--- config.mk ---
export PLATFORM = sky130hd
export DESIGN_NAME = multicycle_control
export DESIGN_NICKNAME = d
export VERILOG_FILES = /design/src/rtl/multicycle_control_pkg.sv /design/src/rtl/multicycle_control_mc_out_decode.sv /design/src/rtl/multicycle_control.sv
export SDC_FILE = /design/constraint.sdc
export NUM_CORES = 1
export LEC_CHECK = 0
export CAP_MARGIN = 0
export CORE_ASPECT_RATIO = 1.25
export CORE_MARGIN = 3
export CORE_UTILIZATION = 40
export DETAILED_ROUTE_END_ITERATION = 6
export GPL_ROUTABILITY_DRIVEN = 0
export PLACE_DENSITY = 0.75
export SETUP_SLACK_MARGIN = 0.3
export SLEW_MARGIN = 20
export SYNTH_ARGS = -nofsm -noshare
export SYNTH_HDL_FRONTEND = slang
export SYNTH_HIERARCHICAL = 1
export SYNTH_SLANG_ARGS = --single-unit
--- constraint.sdc ---
create_clock -name clk -period 2.1 [get_ports clk]
set_input_delay 0.42 -clock clk [delete_from_list [all_inputs] [get_ports clk]]
set_output_delay 0.42 -clock clk [all_outputs]
set_load 0.01 [all_outputs]
--- src/rtl/multicycle_control_pkg.sv ---
// Shared definitions for the multicycle controller: FSM state encoding,
// supported opcodes and ALU operation encodings.
package multicycle_control_pkg;

  typedef enum logic [2:0] {
    S_IDLE   = 3'd0,
    S_FETCH  = 3'd1,
    S_DECODE = 3'd2,
    S_EXEC   = 3'd3,
    S_MEM    = 3'd4,
    S_WB     = 3'd5,
    S_HALT   = 3'd6
  } mc_state_t;

  localparam logic [6:0] OPC_RTYPE  = 7'b0110011;
  localparam logic [6:0] OPC_LOAD   = 7'b0000011;
  localparam logic [6:0] OPC_STORE  = 7'b0100011;
  localparam logic [6:0] OPC_BRANCH = 7'b1100011;

  localparam logic [1:0] ALUOP_ADD   = 2'b00;
  localparam logic [1:0] ALUOP_SUB   = 2'b01;
  localparam logic [1:0] ALUOP_FUNCT = 2'b10;

  function automatic logic is_legal_opc(input logic [6:0] opc);
    return (opc == OPC_RTYPE) || (opc == OPC_LOAD) ||
           (opc == OPC_STORE) || (opc == OPC_BRANCH);
  endfunction

endpackage

--- src/rtl/multicycle_control_mc_out_decode.sv ---
// Combinational strobe decoder: maps current state, latched opcode, ALU zero
// flag and memory handshake onto the datapath strobes. Also flags the cycle
// in which an instruction completes.
module mc_out_decode
  import multicycle_control_pkg::*;
(
  input  mc_state_t   i_state,
  input  logic [6:0]  i_opc,
  input  logic        i_zero,
  input  logic        i_mem_ready,
  output logic        o_pc_write,
  output logic        o_pc_src,
  output logic        o_ir_write,
  output logic        o_alu_src,
  output logic        o_mem_to_reg,
  output logic        o_reg_write,
  output logic        o_mem_read,
  output logic        o_mem_write,
  output logic        o_branch,
  output logic [1:0]  o_alu_op,
  output logic        o_instr_end
);

  // Strobes default low; each state raises only what it owns.
  always_comb begin
    o_pc_write   = 1'b0;
    o_pc_src     = 1'b0;
    o_ir_write   = 1'b0;
    o_alu_src    = 1'b0;
    o_mem_to_reg = 1'b0;
    o_reg_write  = 1'b0;
    o_mem_read   = 1'b0;
    o_mem_write  = 1'b0;
    o_branch     = 1'b0;
    o_alu_op     = ALUOP_ADD;
    o_instr_end  = 1'b0;
    unique case (i_state)
      S_FETCH: begin
        o_mem_read = 1'b1;
        o_ir_write = i_mem_ready;
        o_pc_write = i_mem_ready;
      end
      S_EXEC: begin
        if (i_opc == OPC_RTYPE) begin
          o_alu_op = ALUOP_FUNCT;
        end else if (i_opc == OPC_BRANCH) begin
          o_alu_op    = ALUOP_SUB;
          o_branch    = 1'b1;
          o_pc_src    = 1'b1;
          o_pc_write  = i_zero;
          o_instr_end = 1'b1;
        end else begin
          o_alu_op  = ALUOP_ADD;
          o_alu_src = 1'b1;
        end
      end
      S_MEM: begin
        if (i_opc == OPC_LOAD) begin
          o_mem_read = 1'b1;
        end else begin
          o_mem_write = 1'b1;
          o_instr_end = i_mem_ready;
        end
      end
      S_WB: begin
        o_reg_write  = 1'b1;
        o_mem_to_reg = (i_opc == OPC_LOAD);
        o_instr_end  = 1'b1;
      end
      default: ;
    endcase
  end

endmodule

--- src/rtl/multicycle_control.sv ---
// Multicycle CPU control FSM: holds state, latched opcode and the sticky
// illegal flag; strobe generation lives in mc_out_decode.
// Optional feature: define MC_PERF_CNT_EN to add the retired-instruction
// counter output instr_cnt.
module multicycle_control
  import multicycle_control_pkg::*;
#(
  parameter int CNT_W = 32
) (
  input  logic        clk,
  input  logic        rst_n,
  input  logic        en,
  input  logic [6:0]  opc,
  input  logic        zero,
  input  logic        mem_ready,
  output logic        PcWrite,
  output logic        PcSrc,
  output logic        IrWrite,
  output logic        ALUsrc,
  output logic        MemToReg,
  output logic        RegWrite,
  output logic        MemRead,
  output logic        MemWrite,
  output logic        Branch,
  output logic [1:0]  AluOp,
  output logic        illegal,
  output logic [2:0]  state
`ifdef MC_PERF_CNT_EN
  , output logic [CNT_W-1:0] instr_cnt
`endif
);

  mc_state_t  r_state;
  logic [6:0] r_opc;
  logic       r_illegal;
  logic       w_instr_end;

  mc_out_decode u_out_decode (
    .i_state      (r_state),
    .i_opc        (r_opc),
    .i_zero       (zero),
    .i_mem_ready  (mem_ready),
    .o_pc_write   (PcWrite),
    .o_pc_src     (PcSrc),
    .o_ir_write   (IrWrite),
    .o_alu_src    (ALUsrc),
    .o_mem_to_reg (MemToReg),
    .o_reg_write  (RegWrite),
    .o_mem_read   (MemRead),
    .o_mem_write  (MemWrite),
    .o_branch     (Branch),
    .o_alu_op     (AluOp),
    .o_instr_end  (w_instr_end)
  );

  // Sequencing FSM; every completed instruction re-samples en.
  always_ff @(posedge clk or negedge rst_n) begin
    if (!rst_n) begin
      r_state   <= S_IDLE;
      r_opc     <= 7'd0;
      r_illegal <= 1'b0;
    end else if (w_instr_end) begin
      r_state <= en ? S_FETCH : S_IDLE;
    end else begin
      unique case (r_state)
        S_IDLE:   if (en) r_state <= S_FETCH;
        S_FETCH:  if (mem_ready) r_state <= S_DECODE;
        S_DECODE: begin
          r_opc <= opc;
          if (is_legal_opc(opc)) begin
            r_state <= S_EXEC;
          end else begin
            r_illegal <= 1'b1;
            r_state   <= S_HALT;
          end
        end
        S_EXEC:   r_state <= (r_opc == OPC_RTYPE) ? S_WB : S_MEM;
        S_MEM:    if (mem_ready) r_state <= S_WB;
        S_HALT:   r_state <= S_HALT;
        default:  r_state <= S_IDLE;
      endcase
    end
  end

  assign illegal = r_illegal;
  assign state   = r_state;

`ifdef MC_PERF_CNT_EN
  // Retired-instruction counter, wraps naturally at its width.
  always_ff @(posedge clk or negedge rst_n) begin
    if (!rst_n) begin
      instr_cnt <= '0;
    end else if (w_instr_end) begin
      instr_cnt <= instr_cnt + 1'b1;
    end
  end
`else
  // CNT_W only sizes the optional counter; keep a sanity guard on it.
  if (CNT_W < 1) begin : g_cnt_w_unused
  end
`endif

endmodule

==> summary.txt, run 1 <==
TritonCTS clock tree - done
DR vias/cell - 5.76
Die Area - 2560 um2
Layout area overhead - 81.4%
Fmax - 0.444 GHz
Critical Path Source Type - register
Area of the multi-input gates - 579 um2
Synth warn - 6
Async set-reset flop share out of synthesis - 100%
Met1 track demand over resource - 25.3%
Port Buffer Count - 26
Routed WL - 2760 um
Post-route cell area - 1440 um2
Setup Skew - 0.00787 ns
Final setup violation count - 12
Number of global-route vias before repair - 861
Yosys cell types - 40
Pwr/cell area - 1300 nW/um2
Dpl hpwl - 1610 um
First-pass GRT wire length - 4060 um
Worst EP arrival - 2.43 ns
Via count - 853
Total gr overflow - 0
LEAKAGE - 0.666 nW
Inst Count DP - 127
Fillers - 114
Slew Limit Fails - 0
Setup ws final - -0.152 ns
Num CTS Buffers - 3
Worst hold slack - 0.468 ns
Met2 Use GR - 37.3%
CP startpoint - r_opc[5]$_DFFE_PN0P_
Cells on worst reg2reg path - 12
DIE WIDTH - 45.8 um
Ant diodes - 0
Initial antenna violation count - 0
Max-cap viol count - 0
Die extent in y - 55.8 um
Failing checks - negative setup slack
FF-to-FF End - state[0]$_DFFE_PN0P_
Outcome - finished with violations
Dpl cell area - 1190 um2
Final Critical Period - 2.25 ns
Layout cells sized above 1 - 63.6%
Wire per inst - 18.7 um
# rows - 17
Final period utilization - 107%
Top-level port count - 27
Critical Setup Path Class - reg2reg
Worst min path class - reg2reg
Clock Path Buffers - 2
VDD IR-drop max - 802 uV
Max_slew headroom - 65.9%
Max H-tree Level - 1
Core footprint - 1830 um2
# nets final - 142
CTS root buf - clkbuf_4
Drt pass-1 iters - 4
Dpl ws - -0.166 ns
CTS sink count - 11
GRT Max-Usage Layer - met2
Hold path cells - 1
Drt drc - 0
Synthesized flop and latch total - 11
Post-synth EDFFs - 0
GRT Resource Usage Total - 21.4%
Seq/Total Area, Yosys - 34.7%
Worst Setup EP - state[0]$_DFFE_PN0P_
RSZ-0062 raised after global routing - yes
Critical path endpoint category - register
R2r setup slk - -0.15 ns
DRT antenna net count - 0
Worst-Margin Slew - 0.510 ns
Average cell area after synthesis - 11.3 um2
Clock Latency Late Sink - 0.28 ns
Clock transition at path regs - 0.08 ns
Fin cells - 148
Initial DRC Count - 8
Syn Inst Count - 70
Met3 Use GR - 1.29%
Starting Density - 43.4%
Register Area - 280 um2
Main synth FF type - dfrtp_1
Utilization after layout - 78.7%
Max Fanout on Critical Path - 5
Worst endpoint required time - 2.27 ns
Mapped cell area - 793 um2
Largest net degree at the start of global routing - 12
Syn nets - 82
RR Startpoint - r_opc[5]$_DFFE_PN0P_
Fin. Hold Viols - 0
==> cells in the mapped netlist, types with 2 or more instances <==
cell | n | area [um2]
a21oi_1 | 2 | 10.0
nor3b_1 | 2 | 15.0
inv_1 | 3 | 11.3
buf_6 | 2 | 22.5
nor2_1 | 6 | 22.5
mux2_4 | 7 | 105
and2b_2 | 2 | 17.5
buf_4 | 2 | 15.0
and2_1 | 2 | 12.5
dfrtp_1 | 11 | 275
nand2b_1 | 2 | 12.5
==> timing repair <==
action / in CTS / in global routing
buffers inserted: 12 / 5
gates resized for setup: 65 / 11
pin swaps: 10 / 8
hold endpoints to repair: 0 / 0
endpoints found under the setup margin: 22 / 23
hold buffers: 0 / 0
==> power by group <==
group          switching, W  internal [W]
clock network     0.0000769     0.0000737
registers          0.000101      0.000322
logic              0.000536      0.000756
==> cell type report <==
cell class / count / area share, %
Multi-Input combinational cell: 52 / 40.3
Timing Repair Buffer: 59 / 35.8
Tap cell: 19 / 1.65
Inverter: 3 / 0.957
Clock buffer: 4 / 1.83
Sequential cell: 11 / 19.5
==> how the worst min path moves through the flow <==
stage | start | to | slack [ns]
floorplan | rst_n | illegal$_DFFE_PN0P_ | 0.12
global placement | illegal$_DFFE_PN0P_ | illegal$_DFFE_PN0P_ | 0.45
detailed placement | illegal$_DFFE_PN0P_ | illegal$_DFFE_PN0P_ | 0.44
finish | illegal$_DFFE_PN0P_ | illegal$_DFFE_PN0P_ | 0.47
global route | illegal$_DFFE_PN0P_ | illegal$_DFFE_PN0P_ | 0.48
CTS | illegal$_DFFE_PN0P_ | illegal$_DFFE_PN0P_ | 0.47
==> state kept, by name (all words and copies together) (netlist names) <==
name     cells
r_opc        7
state        3
illegal      1
==> layer usage <==
metal  part of all wire (%)  wire (um)
met1                     38       1060
met2                     53       1470
met3                    4.8        133
met4                    3.4         93
met5                      0          0
==> cell families after synthesis <==
group | share of synthesized area (%)
multiplexers | 13.2
flip-flops | 34.7
buffers and inverters | 6.15
XOR/XNOR | 1.10
AND/OR/NAND/NOR | 27.4
AO/OA/AOI/OAI | 17.4
==> stage by stage <==
stage | setup TNS, ns | power (W)
5_1_grt | -2.39 | 0.00197
2_1_floorplan | 0 | 0.000972
3_3_place_gp | -0.393 | 0.00135
6_report | -0.902 | 0.00187
4_1_cts | -1.64 | 0.00173
3_5_place_dp | -0.834 | 0.00139
==> placed cells by master (no fill, tap or decap), types with 2 or more instances in the layout <==
cell type        Yosys  routed
clkbuf_4             0       3
inv_1                3       2
mux2_4               7       7
nand2b_4             0       2
dfrtp_2              0       4
and2_1               2       2
buf_4                2      20
clkdlybuf4s50_1      0      13
nor2_1               6       5
or4_4                1       2
a21oi_1              2       2
dfrtp_1             11       7
buf_6                2      15
and2b_2              2       2
buf_2                0       8
==> worst max-delay path: stages (launching register included) <==
cell,delay [ns]
dfrtp_1,0.40
buf_6,0.14
nand4b_1,0.19
nor4_4,0.06
buf_4,0.14
buf_6,0.11
buf_6,0.10
buf_6,0.10
nand2b_4,0.15
buf_6,0.12
o31a_4,0.27
a2bb2oi_2,0.13
a311oi_2,0.24
No activity file was read; power rests on OpenSTA's default activity.
==> inputs of run 2 (changes only) <==
--- a/config.mk
+++ b/config.mk
@@ -11,7 +11,7 @@
 export CORE_UTILIZATION = 40
 export DETAILED_ROUTE_END_ITERATION = 6
 export GPL_ROUTABILITY_DRIVEN = 0
-export PLACE_DENSITY = 0.75
+export PLACE_DENSITY = 0.8
 export SETUP_SLACK_MARGIN = 0.3
 export SLEW_MARGIN = 20
 export SYNTH_ARGS = -nofsm -noshare
==> summary.txt, run 2 (same netlist as run 1, synthesis figures left out) <==
Outcome - finished with violations
Failing checks - negative setup slack
DR vias/cell - 5.48 (-4.9%)
Starting Density - 43.4% (unchanged)
CTS sink count - 11 (unchanged)
Critical Path Source Type - register
Initial antenna violation count - 0 (unchanged)
GRT Resource Usage Total - 20.1% (-1.4 points)
First-pass GRT wire length - 3700 um (-8.8%)
Clock Path Buffers - 2 (unchanged)
VDD IR-drop max - 769 uV (-4.2%)
DRT antenna net count - 0 (unchanged)
Pwr/cell area - 1260 nW/um2 (-2.5%)
Most flops, register - r_opc
Initial DRC Count - 7 (-1)
Setup ws final - -0.110 ns (+0.0420 ns)
Core footprint - 1830 um2 (unchanged)
Worst-Margin Slew - 0.521 ns (+0.0111 ns)
Total gr overflow - 0 (unchanged)
Fmax - 0.452 GHz (+1.9%)
Most common cell after layout, fill and taps aside - buf_4
Largest register FFs - 7 (unchanged)
LEAKAGE - 0.634 nW (-4.8%)
Clock transition at path regs - 0.07 ns (about the same)
Worst endpoint required time - 2.26 ns (about the same)
Drt pass-1 iters - 4 (unchanged)
Via count - 789 (-7.5%)
TritonCTS clock tree - done
CTS root buf - clkbuf_4
Slew Limit Fails - 0 (unchanged)
Final setup violation count - 12 (unchanged)
# nets final - 138 (-2.8%)
Overall power - 0.00175 W (-6.2%)
Critical Setup Path Class - reg2reg
Max_slew headroom - 65.2% (-0.74 points)
Worst min path class - reg2reg
Setup Skew - 0.00181 ns (-0.00606 ns)
Drt drc - 0 (unchanged)
Max Fanout on Critical Path - 8 (+3)
Top-level port count - 27 (unchanged)
Wire per inst - 16.4 um (-12%)
Largest net degree at the start of global routing - 12 (unchanged)
Layout cells sized above 1 - 61.6% (-2.0 points)
RSZ-0062 raised after global routing - yes
Dpl hpwl - 1670 um (+3.5%)
Critical path endpoint category - register
Clock Latency Late Sink - 0.27 ns (about the same)
Die extent in y - 55.8 um (unchanged)
Dpl ws - -0.174 ns (-0.00814 ns)
Most frequent cells in the layout - buf_4, clkdlybuf4s50_1, buf_2, buf_6
# rows - 17 (unchanged)
Port Buffer Count - 26 (unchanged)
Max H-tree Level - 1 (unchanged)
Num CTS Buffers - 3 (unchanged)
Routed WL - 2370 um (-14%)
Layout area overhead - 74.6%
Fin. Hold Viols - 0 (unchanged)
Ant diodes - 0 (unchanged)
Die Area - 2560 um2 (unchanged)
DIE WIDTH - 45.8 um (unchanged)
Number of global-route vias before repair - 818 (-5.0%)
Worst EP arrival - 2.37 ns (-0.06 ns)
Max-cap viol count - 0 (unchanged)
Final period utilization - 105% (-2.0 points)
Final Critical Period - 2.21 ns (-0.0420 ns)
run 2: final cells by class:
cell class | count | area [um2]
multi-input cells | 52 | 581
repair buffers | 55 | 460
fillers | 135 | 444
flip-flops and latches | 11 | 280
clock buffers | 4 | 26.3
well taps | 19 | 23.8
inverters | 3 | 13.8
run 2: what timing repair did:
action | 4_1_cts | 5_1_grt
hold buffers | 0 | 0
endpoints found under the setup margin | 22 | 21
endpoints found under the hold margin | 0 | 0
pin swaps | 8 | 5
buffers inserted | 12 | 2
gates resized for setup | 58 | 7
run 2: path summary, 6_finish.rpt:
| kind | end | start | cells after the start | slack [ns] |
|---|---|---|---|---|
| min in group asynchronous | illegal$_DFFE_PN0P_ | rst_n | 1 | 0.49 |
| worst min-delay path | illegal$_DFFE_PN0P_ | illegal$_DFFE_PN0P_ | 1 | 0.47 |
| worst max register to register | r_opc[0]$_DFFE_PN0P_ | r_opc[3]$_DFFE_PN0P_ | 11 | -0.11 |
| max in group asynchronous | r_opc[4]$_DFFE_PN0P_ | rst_n | 1 | 1.23 |
| worst max-delay path | r_opc[0]$_DFFE_PN0P_ | r_opc[3]$_DFFE_PN0P_ | 11 | -0.11 |
| worst min register to register | illegal$_DFFE_PN0P_ | illegal$_DFFE_PN0P_ | 1 | 0.47 |
run 2: report_power, final:
group	switching, W	internal, W	leakage [nW]
registers	0.0000796	0.000321	0.126
clock network	0.0000727	0.0000736	0.0150
logic	0.000516	0.000687	0.492
run 2: worst max-delay path: stages, from the launching register on:
cell and delay (ns):
dfrtp_1 0.38, nand4bb_4 0.23, buf_6 0.14, nor4_4 0.28
buf_4 0.17, buf_6 0.09, buf_6 0.08, buf_6 0.07
nand2b_4 0.14, inv_4 0.04, and2_4 0.18, mux2_4 0.30
run 2: per-stage QoR:
step / util, % / setup TNS [ns] / instances / hold WS, ns / instance area [um2]
after floorplan: - / 0 / 70 / 0.124 / 826
after global placement: 64.8 / -0.315 / 126 / 0.449 / 1180
after detailed placement: 64.8 / -0.813 / 126 / 0.461 / 1180
after CTS: 73.1 / -1.37 / 142 / 0.481 / 1340
after global routing: 75.7 / -2.68 / 144 / 0.510 / 1390
final: 75.7 / -0.980 / 144 / 0.474 / 1390
run 2: metal layers:
metal	share of wire [%]	vias to the layer above	global-route usage (%)
li1	-	381	-
met1	37	374	22.0
met2	56	29	36.7
met3	5.5	5	2.91
met4	1.4	0	6.91
met5	0	-	0
